==> config.mk <==
export PLATFORM = sky130hd
export DESIGN_NAME = tt_extractor
export DESIGN_NICKNAME = d
export VERILOG_FILES = /design/src/rtl/dgd_tt_pkg.sv /design/src/rtl/tt_settle_timer.sv /design/src/rtl/tt_extractor.sv
export SDC_FILE = /design/constraint.sdc
export NUM_CORES = 1
export LEC_CHECK = 0
export BUFFER_PORTS_ARGS = -buffer_cell sky130_fd_sc_hd__buf_4
export CAP_MARGIN = 5
export CORE_UTILIZATION = 51
export DETAILED_ROUTE_END_ITERATION = 12
export PLACE_DENSITY = 0.79
export SLEW_MARGIN = 25
export SYNTH_ARGS = -nofsm -noshare
export SYNTH_HDL_FRONTEND = slang
export SYNTH_SLANG_ARGS = --single-unit
export TNS_END_PERCENT = 5
==> constraint.sdc <==
create_clock -name clk -period 3.9 [get_ports clk]
set_input_delay 0.195 -clock clk [delete_from_list [all_inputs] [get_ports clk]]
set_output_delay 0.195 -clock clk [all_outputs]
set_load 0.005 [all_outputs]
==> src/rtl/dgd_tt_pkg.sv <==
// Shared types and helpers for the truth-table extractor.
// Bit ordering follows the hex convention: vector 0 lands in the table MSB.
package dgd_tt_pkg;

    typedef enum logic [2:0] {
        IDLE,
        DRIVE,
        SAMPLE,
        SAMPLE2,
        FINISH
    } tt_state_e;

    localparam int N_IN_DEF   = 4;
    localparam int SETTLE_DEF = 2;

    function automatic int tt_bit_idx(input int tt_w, input int i);
        return tt_w - 1 - i;
    endfunction

endpackage

==> src/rtl/tt_settle_timer.sv <==
// Loadable up-counter; tc_o flags the last settle cycle of a vector.
// With SETTLE_CYCLES=0 tc_o is permanently high.
module tt_settle_timer #(
    parameter int SETTLE_CYCLES = 2
) (
    input  logic clk,
    input  logic rst_n,
    input  logic load_i,
    input  logic en_i,
    output logic tc_o
);

    logic [3:0] cnt_q, cnt_d;

    always_comb begin
        cnt_d = cnt_q;
        if (load_i) begin
            cnt_d = '0;
        end else if (en_i) begin
            cnt_d = cnt_q + 4'd1;
        end
    end

    always_ff @(posedge clk or negedge rst_n) begin
        if (!rst_n) begin
            cnt_q <= '0;
        end else begin
            cnt_q <= cnt_d;
        end
    end

    assign tc_o = ({1'b0, cnt_q} + 5'd1) >= 5'(SETTLE_CYCLES);

endmodule

==> src/rtl/tt_extractor.sv <==
// Sweeps all input vectors into a combinational netlist and rebuilds its hex truth table.
// Define TT_GLITCH_CHECK_EN to double-sample each vector and flag unstable outputs.
//
// state   | meaning
// IDLE    | waiting for start; results held
// DRIVE   | stim held while the netlist settles
// SAMPLE  | dut_out captured into tt
// SAMPLE2 | second capture, compared with the first (glitch check only)
// FINISH  | match / mismatch_cnt computed, done pulsed on exit
module tt_extractor
    import dgd_tt_pkg::*;
#(
    parameter int N_IN          = N_IN_DEF,
    parameter int TT_W          = 2 ** N_IN,
    parameter int SETTLE_CYCLES = SETTLE_DEF
) (
    input  logic                    clk,
    input  logic                    rst_n,
    input  logic                    start,
    input  logic [TT_W-1:0]         expected,
    output logic [N_IN-1:0]         stim,
    input  logic                    dut_out,
    output logic                    busy,
    output logic                    done,
    output logic [TT_W-1:0]         tt,
    output logic                    match,
`ifdef TT_GLITCH_CHECK_EN
    output logic                    unstable,
`endif
    output logic [$clog2(TT_W):0]   mismatch_cnt
);

    localparam int   CNT_W     = $clog2(TT_W) + 1;
    localparam logic [N_IN:0] LAST_IDX = (N_IN + 1)'(TT_W - 1);
    localparam bit   NO_SETTLE = (SETTLE_CYCLES == 0);

    tt_state_e          state_q, state_d;
    logic [N_IN:0]      idx_q, idx_d;
    logic [TT_W-1:0]    tt_q, tt_d;
    logic [TT_W-1:0]    exp_q, exp_d;
    logic               busy_q, busy_d;
    logic               done_q, done_d;
    logic               match_q, match_d;
    logic [CNT_W-1:0]   mcnt_q, mcnt_d;
`ifdef TT_GLITCH_CHECK_EN
    logic               unstable_q, unstable_d;
`endif

    logic               tmr_load, tmr_en, tmr_tc;
    logic               advance;
    logic [N_IN-1:0]    bit_idx;
    logic [TT_W-1:0]    diff;
    logic [CNT_W-1:0]   popcnt;

    tt_settle_timer #(
        .SETTLE_CYCLES(SETTLE_CYCLES)
    ) u_timer (
        .clk    (clk),
        .rst_n  (rst_n),
        .load_i (tmr_load),
        .en_i   (tmr_en),
        .tc_o   (tmr_tc)
    );

    assign bit_idx = N_IN'(tt_bit_idx(TT_W, int'(idx_q)));
    assign diff    = tt_q ^ exp_q;

    always_comb begin
        popcnt = '0;
        for (int k = 0; k < TT_W; k++) begin
            popcnt = popcnt + CNT_W'(diff[k]);
        end
    end

    always_comb begin
        state_d  = state_q;
        idx_d    = idx_q;
        tt_d     = tt_q;
        exp_d    = exp_q;
        busy_d   = busy_q;
        done_d   = 1'b0;
        match_d  = match_q;
        mcnt_d   = mcnt_q;
        tmr_load = 1'b0;
        tmr_en   = 1'b0;
        advance  = 1'b0;
`ifdef TT_GLITCH_CHECK_EN
        unstable_d = unstable_q;
`endif
        case (state_q)
            IDLE: begin
                if (start) begin
                    exp_d    = expected;
                    tt_d     = '0;
                    idx_d    = '0;
                    busy_d   = 1'b1;
                    match_d  = 1'b0;
                    mcnt_d   = '0;
                    tmr_load = 1'b1;
`ifdef TT_GLITCH_CHECK_EN
                    unstable_d = 1'b0;
`endif
                    state_d  = NO_SETTLE ? SAMPLE : DRIVE;
                end
            end
            DRIVE: begin
                tmr_en = 1'b1;
                if (tmr_tc) begin
                    state_d = SAMPLE;
                end
            end
            SAMPLE: begin
                tt_d[bit_idx] = dut_out;
`ifdef TT_GLITCH_CHECK_EN
                state_d = SAMPLE2;
`else
                advance = 1'b1;
`endif
            end
`ifdef TT_GLITCH_CHECK_EN
            SAMPLE2: begin
                if (dut_out != tt_q[bit_idx]) begin
                    unstable_d = 1'b1;
                end
                advance = 1'b1;
            end
`endif
            FINISH: begin
                done_d  = 1'b1;
                busy_d  = 1'b0;
                mcnt_d  = popcnt;
`ifdef TT_GLITCH_CHECK_EN
                match_d = (diff == '0) && !unstable_q;
`else
                match_d = (diff == '0);
`endif
                state_d = IDLE;
            end
            default: state_d = IDLE;
        endcase

        // stim stays on the last vector through FINISH and IDLE
        if (advance) begin
            if (idx_q == LAST_IDX) begin
                state_d = FINISH;
            end else begin
                idx_d    = idx_q + 1'b1;
                tmr_load = 1'b1;
                state_d  = NO_SETTLE ? SAMPLE : DRIVE;
            end
        end
    end

    always_ff @(posedge clk or negedge rst_n) begin
        if (!rst_n) begin
            state_q <= IDLE;
            idx_q   <= '0;
            tt_q    <= '0;
            exp_q   <= '0;
            busy_q  <= 1'b0;
            done_q  <= 1'b0;
            match_q <= 1'b0;
            mcnt_q  <= '0;
`ifdef TT_GLITCH_CHECK_EN
            unstable_q <= 1'b0;
`endif
        end else begin
            state_q <= state_d;
            idx_q   <= idx_d;
            tt_q    <= tt_d;
            exp_q   <= exp_d;
            busy_q  <= busy_d;
            done_q  <= done_d;
            match_q <= match_d;
            mcnt_q  <= mcnt_d;
`ifdef TT_GLITCH_CHECK_EN
            unstable_q <= unstable_d;
`endif
        end
    end

    assign stim         = idx_q[N_IN-1:0];
    assign busy         = busy_q;
    assign done         = done_q;
    assign tt           = tt_q;
    assign match        = match_q;
    assign mismatch_cnt = mcnt_q;
`ifdef TT_GLITCH_CHECK_EN
    assign unstable     = unstable_q;
`endif

endmodule

==> flow_summary.toml, run 1 <==
[worst_setup_path]
critPathTopFamily = "adder cells"
r2r_slack_ns = 0.0009
start_kind = "flop"
cp_slowest_cell = "fa_1"
crit_type = "reg -> reg"
worstPathArrival_ns = 4.11
r2r_start = "exp_q[3]$_DFFE_PN0P_"
endpoint_kind = "flop"
max_stage_delay_ns = 0.56
path_max_fanout = 2
path_buf_inv = 4
crit_path_cell_trace = "xor2_2 > inv_1 > fa_1 > inv_2 > fa_2 > fa_1 > inv_2 > fa_1 > inv_1 > ha_2 > fa_2 > a21oi_2 > nor2_1 > a32o_1"
worstSetupPathDepth = 14
required_ns = 4.12
reg2reg_to = "mismatch_cnt[4]$_DFFE_PN0P_"
ff2ff_path_depth = 14
timing.critical_path.mode_cell = "fa_1"

[flow_run]
max-cap-violations = 0

[global_route]
gr-total-overflow = 0
antenna_found_initial = 0
grt_max_degree = 53
grt_pass1_wl_mm = 10.8
grt_usage = 0.234
grt_pass1_vias = 2320

[synthesis]
yosys_warnings = 0
yosysSeqAreaShare = 0.453
async_flop_share = 1.00
syn_avg_cell_area_um2 = 9.46
yosysTopAreaCell = "dfrtp_1"
synth.area.top_cells = "dfrtp_1, nand2_1, fa_1, o21ai_0, ha_1"
netlist_area_um2 = 2880
synthTopCellsByCount = "nand2_1, dfrtp_1, o21ai_0, a21oi_1, inv_1"
synth-seq-cells = 52
synthesis.nets = 346
synth_flop_cell = "dfrtp_1"
ys_types = 38
yosysMostFrequentCell = "nand2_1"
synth-edff-count = 0
synthesis.instances = 304
synth_top_area_frac = 0.453

[status]
status = "completed"

[timing]
max_slew.worst_pin.slew_ns = 0.711
relSlewSlack = 0.525
period_needed_ns = 3.90
whs_ns = 0.0537
finalClockSkew_ns = 0.00928
slew_violations = 0
setup_violations = 0
fmax_mhz = 256
finalHoldViolCount = 0
rsz0062_at_grt = "yes"
timing.final.crit_share = 1.00

[cells_and_area]
fin_nets = 403
drive_gt1_frac = 0.249
antenna_cells = 0
area_delta_synth_final_pct = 22.5

[detailed_routing]
antenna_left = 0
wire_per_inst_um = 15.0
vias = 2290
drt_iter0_markers = 158
totalWireLength_mm = 6.50
first_pass_iters = 4
drc = 0
vias_per_cell = 5.30

[hold_path]
min_from = "expected[9]"
hold_path_depth = 3
min_path_type = "in -> reg"
whs_endpoint = "exp_q[9]$_DFFE_PN0P_"

[floorplanning]
core.rowCount = 26
dieWidth_um = 77.1
dieArea_um2 = 5940
start_util = 0.546
fp.dieH_um = 77.1
ios = 48
core_um2 = 5270

[clock_network]
clock_latency_ns = 0.32
cts_sinks = 52
numCtsBuffers = 5
cts_tree = "built"
clock_tree.buffer_depth = 2
h-tree-depth = 2
clk_pin_slew_ns = 0.10
clockRootBuffer = "clkbuf_8"

[placed_design]
io_buffers = 47
dp_hpwl_mm = 4.78
gp_congestion = 0.826
worst reg2reg max path, cell delays in order, from the launching register on:
cell	delay, ns
dfrtp_1	0.43
xor2_2	0.20
inv_1	0.08
fa_1	0.52
inv_2	0.05
fa_2	0.47
fa_1	0.56
inv_2	0.04
fa_1	0.47
inv_1	0.05
ha_2	0.19
fa_2	0.35
a21oi_2	0.13
nor2_1	0.05
a32o_1	0.22
how the worst max path moves through the flow:
stage,startpoint,end
2_1_floorplan,tt[0]$_DFFE_PN0P_,mismatch_cnt[4]$_DFFE_PN0P_
3_3_place_gp,exp_q[3]$_DFFE_PN0P_,mismatch_cnt[4]$_DFFE_PN0P_
3_5_place_dp,exp_q[3]$_DFFE_PN0P_,mismatch_cnt[4]$_DFFE_PN0P_
4_1_cts,exp_q[11]$_DFFE_PN0P_,mismatch_cnt[4]$_DFFE_PN0P_
5_1_grt,exp_q[3]$_DFFE_PN0P_,mismatch_cnt[4]$_DFFE_PN0P_
6_report,exp_q[3]$_DFFE_PN0P_,mismatch_cnt[4]$_DFFE_PN0P_
kinds of logic after synthesis:
family / after synthesis / share of synthesized area
flip-flops: 52 / 0.453
AND/OR/NAND/NOR: 110 / 0.178
multiplexers: 1 / 0.00392
AO/OA/AOI/OAI: 65 / 0.124
adder cells (fa/ha/maj): 22 / 0.122
buffers and inverters: 33 / 0.0557
XOR/XNOR: 21 / 0.0640
cell usage in the layout, fill, tap and decap left out, types with 2 or more instances in the layout:
cell type and count:
a21oi_1 17, a31oi_1 3, a32o_1 2, and2_1 2
buf_4 64, clkbuf_8 5, dfrtp_1 52, fa_1 8
fa_2 2, ha_1 11, inv_1 15, inv_2 2
nand2_1 63, nand2b_1 2, nand3_1 14, nor2_1 13
nor2b_1 3, nor3b_1 2, nor4_1 3, o21a_1 2
o21ai_0 31, o21ai_1 5, xnor2_1 5, xor2_1 9
xor2_2 6
through the flow:
step	cells	setup TNS, ns	util	instance area, um2	setup slack (ns)
after global routing	432	-0.291	0.668	3520	-0.112
after global placement	418	-0.0112	0.629	3320	-0.0112
final	432	0	0.668	3520	0.000910
after detailed placement	418	-0.386	0.629	3320	-0.198
after CTS	428	0	0.659	3470	0.0151
after floorplan	304	0	-	2880	0.0153
area by class of cell:
cell class	instances	area, um2
inverters	17	63.8
clock inverters	3	21.3
clock buffers	5	68.8
multi-input cells	219	1480
repair buffers	66	502
fillers	436	1750
flip-flops and latches	52	1300
well taps	70	87.6
timing repair:
action,4_1_cts,5_1_grt
buffers inserted,1,3
resized for setup,9,5
hold buffers,1,0
setup endpoints to repair,3,3
pin swaps,5,13
endpoints found under the hold margin,52,0
registers in the layout, summed over array words and instances (netlist names):
name,flops
exp_q,16
tt,16
idx_q,5
mismatch_cnt,5
u_timer.cnt_q,4
state_q,3
busy,1
done,1
match,1
routing by layer:
layer  GRT usage  wire [um]
met5           0          0
met4      0.0528         53
met3      0.0571        256
met2       0.396       3300
met1       0.304       2890
Power of run 1 is not shown: default switching activity piles up to over one toggle a cycle in this logic, so the estimate is an artifact.
==> inputs of run 2 (changes only) <==
CORE_UTILIZATION = 56   (was 51)
PLACE_DENSITY = 0.82   (was 0.79)
clock period = 4 ns   (was 3.9 ns; I/O delays follow)
==> flow_summary.toml, run 2 (synthesis results as in run 1) <==
[detailed_routing]
antenna_left = 0
wire_per_inst_um = 15.9
drt_iter0_markers = 200
totalWireLength_mm = 6.71
vias_per_cell = 5.51
vias = 2319
drc = 0
first_pass_iters = 4

[global_route]
antenna_found_initial = 0
grt_pass1_wl_mm = 10.7
gr-total-overflow = 0
grt_max_degree = 53
grt_pass1_vias = 2280
grt_usage = 0.268

[floorplanning]
start_util = 0.597
core_um2 = 4820
ios = 48
dieWidth_um = 73.7
core.rowCount = 25
fp.dieH_um = 73.7
dieArea_um2 = 5430

[clock_network]
clock_latency_ns = 0.31
cts_sinks = 52
h-tree-depth = 2
clockRootBuffer = "clkbuf_8"
numCtsBuffers = 5
clk_pin_slew_ns = 0.09
clock_tree.buffer_depth = 2
cts_tree = "built"

[worst_setup_path]
max_stage_delay_ns = 0.56
r2r_slack_ns = 0.07
required_ns = 4.19
crit_type = "reg -> reg"
path_max_fanout = 2
crit_start = "exp_q[11]$_DFFE_PN0P_"
reg2reg_to = "mismatch_cnt[4]$_DFFE_PN0P_"
endpoint_kind = "flop"
start_kind = "flop"
cp_slowest_cell = "fa_1"
r2r_start = "exp_q[11]$_DFFE_PN0P_"
ff2ff_path_depth = 12
worstPathArrival_ns = 4.12
timing.critical_path.mode_cell = "fa_1"
crit_path_cell_trace = "xor2_2 > fa_1 > fa_1 > fa_1 > inv_1 > fa_1 > inv_1 > ha_2 > fa_2 > a21oi_2 > nor2_1 > a32o_1"

[timing]
finalHoldViolCount = 0
relSlewSlack = 0.320
finalWorstSetupSlack_ns = 0.0744
period_needed_ns = 3.93
rsz0062_at_grt = "yes"
slew_violations = 0
timing.final.crit_share = 0.981
max_slew.worst_pin.slew_ns = 1.02
setup_violations = 0
fmax_mhz = 255
finalClockSkew_ns = 0.00999

[placed_design]
gp_congestion = 0.845
place_ws_ns = -0.0857
io_buffers = 47
dp_hpwl_mm = 4.71

[hold_path]
hold_path_depth = 3
whs_endpoint = "exp_q[6]$_DFFE_PN0P_"
min_path_type = "in -> reg"
min_from = "expected[6]"

[cells_and_area]
fin_nets = 395
fillers = 391
final_cell_mix = "nand2_1, buf_4, dfrtp_1, o21ai_0"
antenna_cells = 0
area_delta_synth_final_pct = 21.1
drive_gt1_frac = 0.226
final_common_cell = "nand2_1"

[flow_run]
max-cap-violations = 0

[status]
status = "completed"
[run 2: cell type report]
| class | instances | area, um2 | area share |
|---|---|---|---|
| sequential | 52 | 1300 | 0.374 |
| timing repair buffer | 58 | 442 | 0.127 |
| tap | 67 | 83.8 | 0.0241 |
| inverter | 17 | 63.8 | 0.0183 |
| clock inverter | 2 | 38.8 | 0.0111 |
| multi-input combinational | 219 | 1480 | 0.425 |
| clock buffer | 6 | 72.6 | 0.0208 |
[run 2: timing repair]
action | CTS | global route
buffers inserted | 2 | 2
pin swaps | 2 | 7
endpoints found under the setup margin | 1 | 3
cloned | 0 | 0
resized for setup | 4 | 8
endpoints found under the hold margin | 52 | 0
hold buffers | 1 | 0
[run 2: how the worst max path moves through the flow]
stage / to / slack, ns / cells after the start
finish: mismatch_cnt[4]$_DFFE_PN0P_ / 0.07 / 12
global placement: mismatch_cnt[4]$_DFFE_PN0P_ / 0.07 / 14
detailed placement: mismatch_cnt[4]$_DFFE_PN0P_ / -0.09 / 13
floorplan: mismatch_cnt[4]$_DFFE_PN0P_ / 0.12 / 13
CTS: mismatch_cnt[4]$_DFFE_PN0P_ / 0.006 / 13
global route: mismatch_cnt[4]$_DFFE_PN0P_ / -0.05 / 12
[run 2: per-layer routing]
metal | track usage | share of wire
met5 | 0 | 0
met4 | 0.0833 | 0.024
met3 | 0.0466 | 0.046
met2 | 0.475 | 0.51
met1 | 0.332 | 0.42
[run 2: critical path, delay by kind of cell, from the launching register on]
family	cells	cell delay, ns
buffers and inverters	2	0.11
AND/OR/NAND/NOR	1	0.06
XOR/XNOR	1	0.25
adder cells (fa/ha/maj)	6	2.60
flip-flops	1	0.43
AO/OA/AOI/OAI	2	0.36
[run 2: stage by stage]
step	cell area, um2	hold WS [ns]	std cells	setup TNS, ns	utilization
2_1_floorplan	2880	-0.0956	304	0	-
3_3_place_gp	3250	0.269	407	0	0.675
5_1_grt	3480	0.0785	421	-0.0757	0.723
3_5_place_dp	3250	0.276	407	-0.0857	0.675
6_report	3480	0.0724	421	0	0.723
4_1_cts	3410	0.0732	418	0	0.707
Power of run 2 is left out for the same reason.
==> inputs of run 3 (changes only) <==
SYNTH_HIERARCHICAL = 1   (was not set)
==> flow_summary.toml, run 3 <==
[timing]
setup_violations = 0
timing.final.crit_share = 0.983
whs_ns = 0.0703
period_needed_ns = 3.93
slew_violations = 0
finalHoldViolCount = 0
relSlewSlack = 0.402
fmax_mhz = 254
max_slew.worst_pin.slew_ns = 0.893
finalClockSkew_ns = 0.00791

[synthesis]
async_flop_share = 1.00
synth-edff-count = 0
synth_flop_cell = "dfrtp_1"
yosysSeqAreaShare = 0.457
netlist_area_um2 = 2850
synth.area.top_cells = "dfrtp_1, nand2_1, fa_1, ha_1, o21ai_0"
yosys_warnings = 6
synth-seq-cells = 52
yosysMostFrequentCell = "nand2_1"
synthesis.instances = 300
synthesis.nets = 342
syn_avg_cell_area_um2 = 9.50
yosysTopAreaCell = "dfrtp_1"
ys_types = 38
synthTopCellsByCount = "nand2_1, dfrtp_1, o21ai_0, inv_1, a21oi_1"
synth_top_area_frac = 0.457

[detailed_routing]
drc = 0
vias = 2236
totalWireLength_mm = 6.18
antenna_left = 0
vias_per_cell = 5.36
first_pass_iters = 4
highest_layer = "met4"
dr_wl_met2_mm = 3.12
drt_iter0_markers = 111
wire_per_inst_um = 14.8
wl_met3_um = 277
met1Wirelength_mm = 2.66

[status]
status = "completed"

[global_route]
grt_usage = 0.245
antenna_found_initial = 0
grt_max_degree = 53
gr-total-overflow = 0
grt_pass1_wl_mm = 9.67
grt_pass1_vias = 2047

[worst_setup_path]
reg2reg_to = "mismatch_cnt[4]$_DFFE_PN0P_"
required_ns = 4.21
worstPathArrival_ns = 4.14
endpoint_kind = "flop"
r2r_slack_ns = 0.07
path_max_fanout = 2
ff2ff_path_depth = 13
crit_type = "reg -> reg"
r2r_start = "exp_q[3]$_DFFE_PN0P_"
start_kind = "flop"

[floorplanning]
start_util = 0.591
fp.dieH_um = 73.3
core.rowCount = 25
ios = 48
core_um2 = 4820
dieArea_um2 = 5380
dieWidth_um = 73.3

[cells_and_area]
fillers = 390
antenna_cells = 0
fin_nets = 391
drive_gt1_frac = 0.220
area_delta_synth_final_pct = 19.8
final_common_cell = "nand2_1"
fin_util = 0.709
final_cell_mix = "nand2_1, buf_4, dfrtp_1, o21ai_0"

[clock_network]
clock_latency_ns = 0.32
clk_pin_slew_ns = 0.09
numCtsBuffers = 5
h-tree-depth = 2
cts_tree = "built"
cts_sinks = 52
clock_tree.buffer_depth = 2
clockRootBuffer = "clkbuf_8"

[hold_path]
min_from = "expected[3]"
whs_endpoint = "exp_q[3]$_DFFE_PN0P_"
hold_path_depth = 3
min_path_type = "in -> reg"

[pwr]
seqPwrFrac = 0.225
internal-power_mw = 1.85
power.leakage_nw = 1.76
p_sw_mw = 1.61
powerDensity_nw_per_um2 = 1010
finalPower_mw = 3.45
pwr-share-clk = 0.087
ir_drop_uv = 843
p_sw_frac = 0.465
share_comb_of_total_power = 0.688

[placed_design]
gp_congestion = 0.853
dp_hpwl_mm = 4.48
io_buffers = 47

[flow_run]
max-cap-violations = 0
-- run 3: changes by cell type in the layout (fill, tap and decap cells not counted), moves of 2 or more --
cell	delta
nand4_1	+3
nor3b_1	-2
nor4b_1	+2
o21ai_1	+5
inv_2	+2
nor2_1	+2
nor4_1	-2
a22o_1	+2
o21ai_0	-4
o21a_1	-2
nand2b_1	+2
nand3_1	-7
-- run 3: worst max-delay path by stage --
stage / from / endpoint / slack [ns] / cells after the start
2_1_floorplan: tt[0]$_DFFE_PN0P_ / mismatch_cnt[4]$_DFFE_PN0P_ / 0.08 / 12
3_3_place_gp: exp_q[3]$_DFFE_PN0P_ / mismatch_cnt[4]$_DFFE_PN0P_ / 0.05 / 13
3_5_place_dp: exp_q[3]$_DFFE_PN0P_ / mismatch_cnt[4]$_DFFE_PN0P_ / -0.05 / 13
4_1_cts: tt[9]$_DFFE_PN0P_ / mismatch_cnt[4]$_DFFE_PN0P_ / 0.005 / 11
5_1_grt: exp_q[3]$_DFFE_PN0P_ / mismatch_cnt[4]$_DFFE_PN0P_ / -0.02 / 13
6_report: exp_q[3]$_DFFE_PN0P_ / mismatch_cnt[4]$_DFFE_PN0P_ / 0.07 / 13
-- run 3: final cells by class --
class                      count  area, um2  area share
inverter                      18       67.6      0.0198
sequential                    52       1300       0.381
timing repair buffer          57        430       0.126
clock buffer                   6       72.6      0.0213
multi-input combinational    215       1440       0.422
clock inverter                 2       16.3     0.00477
tap                           67       83.8      0.0246
-- run 3: cell families after synthesis --
family / Yosys count / share of synthesized area
XOR/XNOR: 21 / 0.0646
AO/OA/AOI/OAI: 64 / 0.122
AND/OR/NAND/NOR: 107 / 0.172
adder cells (fa/ha/maj): 22 / 0.123
flip-flops: 52 / 0.457
buffers and inverters: 33 / 0.0580
multiplexers: 1 / 0.00351
-- run 3: power by group through the flow --
stage	combinational, mW	clock, mW	sequential (mW)
after floorplan	1.82	0	0.741
after global placement	2.14	0	0.766
after detailed placement	2.29	0	0.771
after CTS	2.36	0.310	0.762
after global routing	2.70	0.330	0.792
final	2.38	0.302	0.777
-- run 3: worst max-delay path, cell delays in order, from the launching register on --
cell and delay (ns):
dfrtp_1 0.40, xor2_1 0.19, inv_1 0.09, fa_1 0.54
inv_2 0.05, fa_1 0.51, fa_1 0.51, inv_2 0.04
fa_1 0.47, inv_1 0.05, ha_2 0.19, fa_2 0.37
a21o_1 0.17, a32o_1 0.25
-- run 3: layer usage --
metal	vias up	GRT usage
li1	1080	-
met1	1085	0.331
met2	60	0.387
met3	11	0.0494
met4	0	0.107
met5	-	0
-- run 3: what timing repair did --
item | 4_1_cts | 5_1_grt
pin swaps | 2 | 7
endpoints found under the hold margin | 52 | 0
gates resized for setup | 1 | 9
setup buffers | 1 | 1
endpoints found under the setup margin | 1 | 1
hold buffers | 1 | 0
-- run 3: per-stage QoR --
| stage | setup slack (ns) | instance area [um2] | std cells | TNS, ns |
|---|---|---|---|---|
| after detailed placement | -0.0516 | 3250 | 406 | -0.0516 |
| after CTS | 0.00542 | 3360 | 416 | 0 |
| final | 0.0680 | 3410 | 417 | 0 |
| after floorplan | 0.0812 | 2850 | 300 | 0 |
| after global placement | 0.0491 | 3250 | 406 | 0 |
| after global routing | -0.0152 | 3410 | 417 | -0.0152 |
Note: power is estimated with default switching activity, not from simulation.
